## config.mk

```make
export PLATFORM = sky130hd
export DESIGN_NAME = alu_seq_exec_flat
export DESIGN_NICKNAME = d
export VERILOG_FILES = /design/src/rtl/alu_pkg.sv /design/src/rtl/alu_seq_exec_if.sv /design/src/rtl/alu_seq_shifter.sv /design/src/rtl/alu_seq_exec.sv /design/src/flat_wrapper.sv
export SDC_FILE = /design/constraint.sdc
export NUM_CORES = 1
export LEC_CHECK = 0
export BUFFER_PORTS_ARGS = -buffer_cell sky130_fd_sc_hd__buf_2
export CAP_MARGIN = 0
export CORE_MARGIN = 2
export CORE_UTILIZATION = 35
export CTS_BUF_LIST = sky130_fd_sc_hd__clkbuf_16
export DETAILED_ROUTE_END_ITERATION = 10
export SYNTH_ARGS = -nofsm -noshare
export SYNTH_HDL_FRONTEND = slang
export SYNTH_SLANG_ARGS = --single-unit
```

## constraint.sdc

```tcl
create_clock -name clk -period 5.8 [get_ports clk]
set_input_delay 0.29 -clock clk [delete_from_list [all_inputs] [get_ports clk]]
set_output_delay 0.29 -clock clk [all_outputs]
set_load 0.01 [all_outputs]
```

## src/rtl/alu_pkg.sv

```systemverilog
// alu_pkg: shared op codes, FSM states and op classification for the sequential ALU
package alu_pkg;
   typedef enum logic [3:0] {
      OP_AND  = 4'b0000,
      OP_OR   = 4'b0010,
      OP_XOR  = 4'b0100,
      OP_ADD  = 4'b0110,
      OP_SUB  = 4'b0111,
      OP_SRL  = 4'b1000,
      OP_SRA  = 4'b1001,
      OP_SLL  = 4'b1010,
      OP_SLT  = 4'b1101,
      OP_SLTU = 4'b1111
   } alu_op_t;
   typedef enum logic [1:0] {IDLE, SHIFT, DONE} state_t;
   function automatic logic is_shift(input logic [3:0] op);
      return op == OP_SLL || op == OP_SRL || op == OP_SRA;
   endfunction
endpackage

```

## src/rtl/alu_seq_exec_if.sv

```systemverilog
// alu_seq_exec_if: operand/result handshake bundle between decoder, ALU and consumer
interface alu_seq_exec_if #(parameter int WIDTH = 32);
   logic             flush;
   logic             in_valid;
   logic             in_ready;
   logic [3:0]       op;
   logic [WIDTH-1:0] a;
   logic [WIDTH-1:0] b;
   logic             out_valid;
   logic             out_ready;
   logic [WIDTH-1:0] result;
   logic             zero;
   logic             illegal;
   modport master (output flush, in_valid, op, a, b, out_ready,
                   input  in_ready, out_valid, result, zero, illegal);
   modport slave  (input  flush, in_valid, op, a, b, out_ready,
                   output in_ready, out_valid, result, zero, illegal);
endinterface

```

## src/rtl/alu_seq_shifter.sv

```systemverilog
// alu_seq_shifter: one-bit-per-cycle shifter; ALU_SEQ_FAST_SHIFT_EN swaps in a barrel shifter
module alu_seq_shifter import alu_pkg::*; #(
   parameter int WIDTH = 32,
   localparam int SHAMT_W = $clog2(WIDTH)
) (
`ifdef ALU_SEQ_FAST_SHIFT_EN
   input  logic [3:0]         op,
   input  logic [WIDTH-1:0]   a,
   input  logic [SHAMT_W-1:0] shamt,
   output logic [WIDTH-1:0]   y
`else
   input  logic               clk,
   input  logic               rst,
   input  logic               flush,
   input  logic               load,
   input  logic [3:0]         op,
   input  logic [WIDTH-1:0]   a,
   input  logic [SHAMT_W-1:0] shamt,
   output logic [WIDTH-1:0]   y,
   output logic               last
`endif
);
`ifdef ALU_SEQ_FAST_SHIFT_EN
   logic signed [WIDTH-1:0] sra_y;
   assign sra_y = $signed(a) >>> shamt;
   assign y = op == OP_SLL ? a << shamt : op == OP_SRA ? sra_y : a >> shamt;
`else
   logic [WIDTH-1:0]   sr;
   logic [SHAMT_W-1:0] cnt;
   logic               left, arith;
   always_ff @(posedge clk or posedge rst) begin
      if (rst) begin
         sr    <= '0;
         cnt   <= '0;
         left  <= 1'b0;
         arith <= 1'b0;
      end else if (flush) begin
         cnt <= '0;
      end else if (load) begin
         sr    <= a;
         cnt   <= shamt;
         left  <= op == OP_SLL;
         arith <= op == OP_SRA;
      end else if (cnt != '0) begin
         sr  <= y;
         cnt <= cnt - SHAMT_W'(1);
      end
   end
   // y is the register shifted by one more bit; the top captures it on the final step
   assign y    = left ? {sr[WIDTH-2:0], 1'b0} : {arith & sr[WIDTH-1], sr[WIDTH-1:1]};
   assign last = cnt == SHAMT_W'(1);
`endif
endmodule

```

## src/rtl/alu_seq_exec.sv

```systemverilog
// alu_seq_exec: execute-stage ALU with valid/ready on both sides and iterative shifts
// Define ALU_SEQ_FAST_SHIFT_EN to make shifts single-cycle via a barrel shifter.
module alu_seq_exec import alu_pkg::*; #(
   parameter int WIDTH = 32
) (
   input logic           clk,
   input logic           rst,
   alu_seq_exec_if.slave bus
);
   localparam int SHAMT_W = $clog2(WIDTH);
   state_t             state, state_n;
   logic [WIDTH-1:0]   alu_y, sh_y, sh_now, result;
   logic [SHAMT_W-1:0] shamt;
   logic               ill, illegal, acc;
   assign shamt = bus.b[SHAMT_W-1:0];
`ifdef ALU_SEQ_FAST_SHIFT_EN
   alu_seq_shifter #(.WIDTH(WIDTH)) u_shift (.op(bus.op), .a(bus.a), .shamt, .y(sh_y));
   assign sh_now = sh_y;
`else
   logic load, fin, last;
   alu_seq_shifter #(.WIDTH(WIDTH)) u_shift (
      .clk, .rst, .flush(bus.flush), .load, .op(bus.op), .a(bus.a), .shamt, .y(sh_y), .last
   );
   // only a zero-amount shift reaches the single-cycle path
   assign sh_now = bus.a;
`endif
   always_comb begin
      alu_y = '0;
      ill   = 1'b0;
      case (bus.op)
         OP_AND:                 alu_y = bus.a & bus.b;
         OP_OR:                  alu_y = bus.a | bus.b;
         OP_XOR:                 alu_y = bus.a ^ bus.b;
         OP_ADD:                 alu_y = bus.a + bus.b;
         OP_SUB:                 alu_y = bus.a - bus.b;
         OP_SLT:                 alu_y = {{(WIDTH-1){1'b0}}, $signed(bus.a) < $signed(bus.b)};
         OP_SLTU:                alu_y = {{(WIDTH-1){1'b0}}, bus.a < bus.b};
         OP_SLL, OP_SRL, OP_SRA: alu_y = sh_now;
         default:                ill   = 1'b1;
      endcase
   end
   always_comb begin
      acc     = 1'b0;
`ifndef ALU_SEQ_FAST_SHIFT_EN
      load    = 1'b0;
      fin     = 1'b0;
`endif
      state_n = state;
      if (bus.flush) state_n = IDLE;
      else case (state)
         IDLE: if (bus.in_valid) begin
`ifdef ALU_SEQ_FAST_SHIFT_EN
            acc     = 1'b1;
            state_n = DONE;
`else
            load    = is_shift(bus.op) && shamt != '0;
            acc     = !load;
            state_n = load ? SHIFT : DONE;
`endif
         end
`ifndef ALU_SEQ_FAST_SHIFT_EN
         SHIFT: if (last) begin
            fin     = 1'b1;
            state_n = DONE;
         end
`endif
         DONE:    if (bus.out_ready) state_n = IDLE;
         default: state_n = IDLE;
      endcase
   end
   always_ff @(posedge clk or posedge rst) begin
      if (rst) begin
         state   <= IDLE;
         result  <= '0;
         illegal <= 1'b0;
      end else begin
         state <= state_n;
         if (acc) begin
            result  <= alu_y;
            illegal <= ill;
         end
`ifndef ALU_SEQ_FAST_SHIFT_EN
         else if (load) illegal <= 1'b0;
         else if (fin) result <= sh_y;
`endif
      end
   end
   assign bus.in_ready  = state == IDLE;
   assign bus.out_valid = state == DONE;
   assign bus.result    = result;
   assign bus.zero      = result == '0;
   assign bus.illegal   = illegal;
endmodule
```

## src/flat_wrapper.sv

```systemverilog
// flat-port wrapper written by rule: the top's interface ports become plain ports
module alu_seq_exec_flat import alu_pkg::*;
#(
   parameter int WIDTH = 32
)
  (clk, rst, bus_flush, bus_in_valid, bus_op, bus_a, bus_b, bus_out_ready, bus_in_ready, bus_out_valid, bus_result, bus_zero, bus_illegal);
  alu_seq_exec_if #(.WIDTH(WIDTH)) bus_i ();
  input logic clk;
  input logic rst;
  input wire logic [$bits(bus_i.flush)-1:0] bus_flush;
  input wire logic [$bits(bus_i.in_valid)-1:0] bus_in_valid;
  input wire logic [$bits(bus_i.op)-1:0] bus_op;
  input wire logic [$bits(bus_i.a)-1:0] bus_a;
  input wire logic [$bits(bus_i.b)-1:0] bus_b;
  input wire logic [$bits(bus_i.out_ready)-1:0] bus_out_ready;
  output wire logic [$bits(bus_i.in_ready)-1:0] bus_in_ready;
  output wire logic [$bits(bus_i.out_valid)-1:0] bus_out_valid;
  output wire logic [$bits(bus_i.result)-1:0] bus_result;
  output wire logic [$bits(bus_i.zero)-1:0] bus_zero;
  output wire logic [$bits(bus_i.illegal)-1:0] bus_illegal;
  assign bus_i.flush = bus_flush;
  assign bus_i.in_valid = bus_in_valid;
  assign bus_i.op = bus_op;
  assign bus_i.a = bus_a;
  assign bus_i.b = bus_b;
  assign bus_i.out_ready = bus_out_ready;
  assign bus_in_ready = bus_i.in_ready;
  assign bus_out_valid = bus_i.out_valid;
  assign bus_result = bus_i.result;
  assign bus_zero = bus_i.zero;
  assign bus_illegal = bus_i.illegal;
  alu_seq_exec #(.WIDTH(WIDTH)) u_core (.clk(clk), .rst(rst), .bus(bus_i));
endmodule
```

* Word level (Yosys, flattened, before mapping)
Cells that the tools add are included.
** Storage, ports and cells
- Flip-flop bits (word level) :: 74
- Bits of input ports :: 73
- Output and inout bits :: 36
- Logic and storage cells :: 80
** Cells by class
- Add/sub/neg operators :: 3
- Order comparisons :: 2
- Equality and inequality tests :: 16
- Muxes and demuxes :: 28
- Bitwise logic cells :: 5
- Reduce and logical (&&, ||, !) cells :: 19
** Operators with widths (number)
- $pmux 32 s8 :: 1
- $mux 32 :: 6
- $lt 32x32->1 :: 2
- $add 32x32->32 :: 1
- $and 32x32->32 :: 1
- $logic_not 32->1 :: 1
- $or 32x32->32 :: 1
- $sub 32x32->32 :: 1
- $xor 32x32->32 :: 1
- $eq 4x4->1 const B :: 5
- $mux 5 :: 3
- $eq 4x3->1 const B :: 3
- $mux 1 :: 12
- $mux 2 :: 5
- $reduce_bool 5->1 :: 2
- $reduce_or 10->1 :: 1
- $ne 3x3->1 const B :: 2
- $pmux 2 s3 :: 1
- $reduce_and 2->1 :: 3
- $reduce_bool 2->1 :: 3
- $eq 5x1->1 const B :: 1
- $sub 5x1->5 const B :: 1
- $eq 4x2->1 const B :: 1
- $logic_not 4->1 :: 1
- 13 further kinds :: 14

* Depth between registers and ports, before layout
- Depth in word-level cells :: 10
- Gate-level depth with buffers :: 14
- Mapped depth without buffers :: 14

* Cells and area by module
Synthesis repeated with hierarchy kept, for this count alone.
** Second synthesis, totals
- Cell total of the unflattened synthesis :: 1189
- Area total of the unflattened synthesis :: 9352.7 µm²
** Modules (own cells, without submodules)
- alu_seq_exec :: times used 1, cells an instance 971, area an instance 6895.4 µm², sequential area each 875.8 µm²
- alu_seq_shifter :: times used 1, cells an instance 218, area an instance 2457.4 µm², sequential area each 975.9 µm²

* Least setup slack after synthesis
Ideal clock, no wire load.
- Path type :: input to register
- From :: input port bus_b[0]
- To :: register u_core.result[26] (netlist: u_core.bus.result[26])
- Setup time :: 126 ps
- Arrival :: 2814 ps
- Required time :: 5674 ps
- Path slack :: 2860 ps
- Stages on the path :: 13
- Path buffers :: 0
- Cells stage by stage :: ha_1 inv_1 fa_1 nand3b_1 a21boi_1 o211ai_2 a2111oi_4 a21o_1 a41oi_2 o21ai_2 mux2i_1 a31oi_1 a221o_1
** On the way
- Word-level cells in the longest chain between the ends :: 8
- Elaborated cells on any way between the ends :: 16
- Classes of those cells :: 2 x add/sub; 1 x eq/ne; 8 x mux; 5 x reduce/logical
** RTL lines
- start, declared :: line flat_wrapper.sv:14 : input wire logic [$bits(bus_i.b)-1:0] bus_b;
- branches (longest 8 deep; another with $sub 32x32->32)
- end signal, assigned :: line alu_seq_exec.sv:79 : result <= alu_y;
- end signal, assigned :: line alu_seq_exec.sv:84 : else if (fin) result <= sh_y;
- end, declared :: line alu_seq_exec.sv:12 : logic [WIDTH-1:0] alu_y, sh_y, sh_now, result;
Parallel ways; which one is timed is not known.
A chain may end at the register's enable or synchronous reset.

* Worst setup path after layout
- From :: register u_core.state[1]
- To :: register u_core.result[30] (netlist: u_core.bus.result[30])
** On the way
- Word-level cells in the longest chain between the ends :: 5
- Elaborated cells on any way between the ends :: 12
- Classes of those cells :: 2 x eq/ne; 7 x mux; 3 x reduce/logical
** RTL lines
- start, declared :: line alu_seq_exec.sv:11 : state_t state, state_n;
- start signal, assigned :: line alu_seq_exec.sv:77 : state <= state_n;
- $logic_not 2->1 or $eq 2x1->1 (tied branches) :: line alu_seq_exec.sv:50 : else case (state)
- $mux 1 :: line alu_seq_exec.sv:50
- $mux 1 :: line alu_seq_exec.sv:49 : if (bus.flush) state_n = IDLE;
- $ne 2x1->1 (no line) or $reduce_bool 2->1 (tied branches)
- $reduce_and 2->1 (no line)
Parallel ways exist; a longest one is shown, timed or not.

==> load_flow_metrics.sql <==
INSERT INTO impl_metrics (metric_group, metric, value, unit) VALUES
('critical_path', 'worst_path_max_delay_cell', 'sky130_fd_sc_hd__a2111oi_0', ''),
('critical_path', 'regToRegEndpoint', 'u_core.bus.result[30]$_DFFE_PP0P_', ''),
('grt', 'grt_usage', '23.5', '%'),
('critical_path', 'max_stage_delay', '0.56', 'ns'),
('synthesis', 'synth_seq_area_share', '20.8', '%'),
('synthesis', 'synth.yosys.warnings', '0', ''),
('routing', 'post_drt_wl_per_cell', '20.0', 'um'),
('critical_path', 'reg2reg_slack', '2.47', 'ns'),
('die', 'core', '25100', 'um2'),
('die', 'die-area', '26800', 'um2'),
('grt', 'first_global_vias', '8741', ''),
('outcome', 'result_of_the_run', 'finished, final reports clean', ''),
('routing', 'detail_route.wirelength', '31800', 'um'),
('critical_path', 'critPathMaxFanout', '16', ''),
('synthesis', 'post-synth-top-area-cell', 'sky130_fd_sc_hd__dfrtp_1', ''),
('place', 'pre_cts_slack', '2.25', 'ns'),
('critical_path', 'cell_family_contributing_the_most_delay_on_the_critical_path', 'compound AO/OA/AOI/OAI gates', ''),
('grt', 'grt_max_degree', '75', ''),
('grt', 'antenna_found_initial', '1', ''),
('sta', 'hold_viol', '0', ''),
('synthesis', 'synth_cells', '1198', ''),
('place', 'detailed_place.area', '9670', 'um2'),
('sta', 'finalWorstPathRequiredPeriod', '3.33', 'ns'),
('synthesis', 'postSynth.topFlopCell', 'sky130_fd_sc_hd__dfrtp_1', ''),
('cts', 'clockRootBuffer', 'sky130_fd_sc_hd__clkbuf_16', ''),
('place', 'detailedPlacementHpwl', '24500', 'um'),
('sta', 'worstMarginPinSlew', '0.947', 'ns'),
('cts', 'tritoncts', 'built', ''),
('synthesis', 'count_of_state_elements_after_synthesis', '74', ''),
('sta', 'layout_worst_path_cycle_share', '57.5', '%'),
('sta', 'slew_headroom', '36.9', '%'),
('critical_path', 'critPathLaunchType', 'register', ''),
('place', 'placement.io_buffers', '108', ''),
('routing', 'drtPass1Iterations', '5', ''),
('critical_path', 'data_required_time_at_the_worst_endpoint', '6.03', 'ns'),
('worst_hold_path', 'holdCritPathClass', 'in -> async', ''),
('cts', 'post-cts-setup-buffers', '0', ''),
('grt', 'wire_length_of_the_first_global_routing_pass', '49400', 'um'),
('cells_and_area', 'flow.area_growth_from_synthesis', '12.4', '%'),
('routing', 'post_dr_vias_cell', '5.84', ''),
('synthesis', 'synth-edff-count', '0', ''),
('die', 'die_span_in_y', '164', 'um'),
('cts', 'post_cts.resized_instances', '0', ''),
('critical_path', 'worst-endpoint-arrival', '3.56', 'ns'),
('critical_path', 'path_cells', 'nor4b_4 > and2_1 > buf_4 > a211oi_1 > a2111oi_0 > o311ai_0 > a41o_1 > o22ai_1 > a2bb2oi_2', ''),
('die', 'die-width', '164', 'um'),
('power', 'power-per-cell-area', '262', 'nW/um2'),
('cts', 'numCtsBuffers', '9', ''),
('sta', 'achievable-frequency', '300', 'MHz'),
('cts', 'number_of_levels_in_the_clock_h_tree', '3', ''),
('cells_and_area', 'fin_cells', '1586', ''),
('routing', 'drt_first_iter_violations', '893', ''),
('synthesis', 'yosysMostFrequentCell', 'sky130_fd_sc_hd__nor2_1', ''),
('sta', 'final_critical_path_setup_slack', '2.47', 'ns'),
('die', 'placement_rows', '58', ''),
('critical_path', 'kind_of_end_point_of_the_critical_path', 'register', ''),
('sta', 'rsz0062_at_grt', 'no', ''),
('grt', 'grt_overflow', '0', ''),
('critical_path', 'setup.worst_path.class', 'reg -> reg', ''),
('run', 'cap_viol_max_count', '0', ''),
('place', 'numPlacedInstances', '1569', ''),
('die', 'floorplan.initialDensity', '35.5', '%'),
('critical_path', 'worst_r2r_path_depth', '9', ''),
('synthesis', 'synthArstFlopShare', '100', '%'),
('sta', 'slew_viol_final', '0', ''),
('cts', 'clock_tree.buffer_depth', '2', ''),
('synthesis', 'post_synth_num_cell_types', '89', ''),
('sta', 'fin_skew', '0.0107', 'ns'),
('critical_path', 'path_buf_inv', '1', ''),
('cts', 'clk-insertion-delay-late', '0.34', 'ns'),
('cells_and_area', 'final_design_area_no_fill', '10000', 'um2');
## power by group
group | total (W) | internal (W) | switching [W]
clock network | 0.000658 | 0.000424 | 0.000234
logic | 0.00113 | 0.000425 | 0.000708
registers | 0.000831 | 0.000676 | 0.000154
## kinds of logic after synthesis
group / synth area share, %
multiplexers: 4.17
flip-flops: 20.8
adder cells (fa/ha/maj): 14.8
AO/OA/AOI/OAI: 33.3
XOR/XNOR: 1.18
AND/OR/NAND/NOR: 17.8
buffers and inverters: 8.02
## metrics by stage
step | power (W) | hold slack (ns) | util [%]
finish | 0.00262 | 0.217 | 39.9
global route | 0.00280 | 0.236 | 39.9
CTS | 0.00262 | 0.224 | 39.9
detailed placement | 0.00195 | 0.487 | 38.5
global placement | 0.00194 | 0.473 | 38.5
floorplan | 0.00158 | 0.353 | -
## state kept, by name, indices dropped and copies added (netlist names)
signal / flops
u_core.bus.illegal: 1
u_core.bus.result: 32
u_core.state: 2
u_core.u_shift.arith: 1
u_core.u_shift.cnt: 5
u_core.u_shift.left: 1
u_core.u_shift.sr: 32
## area by class of cell
class	count	area [um2]	share of cell area, %
Multi-Input combinational cell	942	6380	63.7
Sequential cell	74	1850	18.5
Timing Repair Buffer	121	638	6.37
Tap cell	330	413	4.12
Inverter	102	384	3.83
Clock buffer	9	225	2.25
Clock inverter	7	124	1.24
Antenna cell	1	2.50	0.0250
## worst max path at each step
stage | startpoint | end | slack (ns) | depth (start not counted)
global placement | bus_a[0] | u_core.bus.result[28]$_DFFE_PP0P_ | 2.32 | 15
CTS | u_core.state[1]$_DFFE_PP0P_ | u_core.bus.result[30]$_DFFE_PP0P_ | 2.48 | 9
detailed placement | bus_a[0] | u_core.bus.result[28]$_DFFE_PP0P_ | 2.25 | 15
finish | u_core.state[1]$_DFFE_PP0P_ | u_core.bus.result[30]$_DFFE_PP0P_ | 2.47 | 9
floorplan | bus_b[0] | u_core.bus.result[26]$_DFFE_PP0P_ | 2.86 | 13
global route | u_core.state[1]$_DFFE_PP0P_ | u_core.bus.result[30]$_DFFE_PP0P_ | 2.20 | 9
## metal layers
| layer | track usage [%] | vias to the layer above | part of all wire, % |
|---|---|---|---|
| met5 | 0 | - | 0 |
| met1 | 33.7 | 4376 | 47 |
| met2 | 35.6 | 407 | 42 |
| met3 | 4.04 | 53 | 8.2 |
| met4 | 7.78 | 0 | 2.7 |
| li1 | - | 4433 | - |
## worst reg2reg max path, delay by kind of cell (launching register included)
| family | cells | cell delay (ns) |
|---|---|---|
| AO/OA/AOI/OAI | 6 | 1.40 |
| AND/OR/NAND/NOR | 2 | 1.08 |
| flip-flops | 1 | 0.44 |
| buffers and inverters | 1 | 0.30 |
## placed cells by master, fill, tap and decap left out, types with 5 or more instances in the layout
cell type                   instances
sky130_fd_sc_hd__ha_1             102
sky130_fd_sc_hd__o31ai_1            7
sky130_fd_sc_hd__o21bai_1          11
sky130_fd_sc_hd__o211ai_1          13
sky130_fd_sc_hd__nand3_1           14
sky130_fd_sc_hd__nor2_1           133
sky130_fd_sc_hd__nand2b_1          10
sky130_fd_sc_hd__nand2_1           96
sky130_fd_sc_hd__a221o_1           13
sky130_fd_sc_hd__a21o_1            15
sky130_fd_sc_hd__xnor2_1            9
sky130_fd_sc_hd__o21a_1             5
sky130_fd_sc_hd__o22ai_1            9
sky130_fd_sc_hd__a221oi_1          15
sky130_fd_sc_hd__buf_4             13
sky130_fd_sc_hd__nor4_1            11
sky130_fd_sc_hd__nor2b_1           10
sky130_fd_sc_hd__dfrtp_1           73
sky130_fd_sc_hd__and2_1             6
sky130_fd_sc_hd__buf_2            108
sky130_fd_sc_hd__inv_1            100
sky130_fd_sc_hd__or3_1              6
sky130_fd_sc_hd__o21ai_0          109
sky130_fd_sc_hd__nor3_1            17
sky130_fd_sc_hd__a21oi_1          130
sky130_fd_sc_hd__and3_1             6
sky130_fd_sc_hd__nand4_1            8
sky130_fd_sc_hd__clkbuf_16          9
sky130_fd_sc_hd__a31oi_1           17
sky130_fd_sc_hd__a211oi_1          20
sky130_fd_sc_hd__a22oi_1           12
sky130_fd_sc_hd__mux2i_1           36
Power figures use the tool's default switching activity.
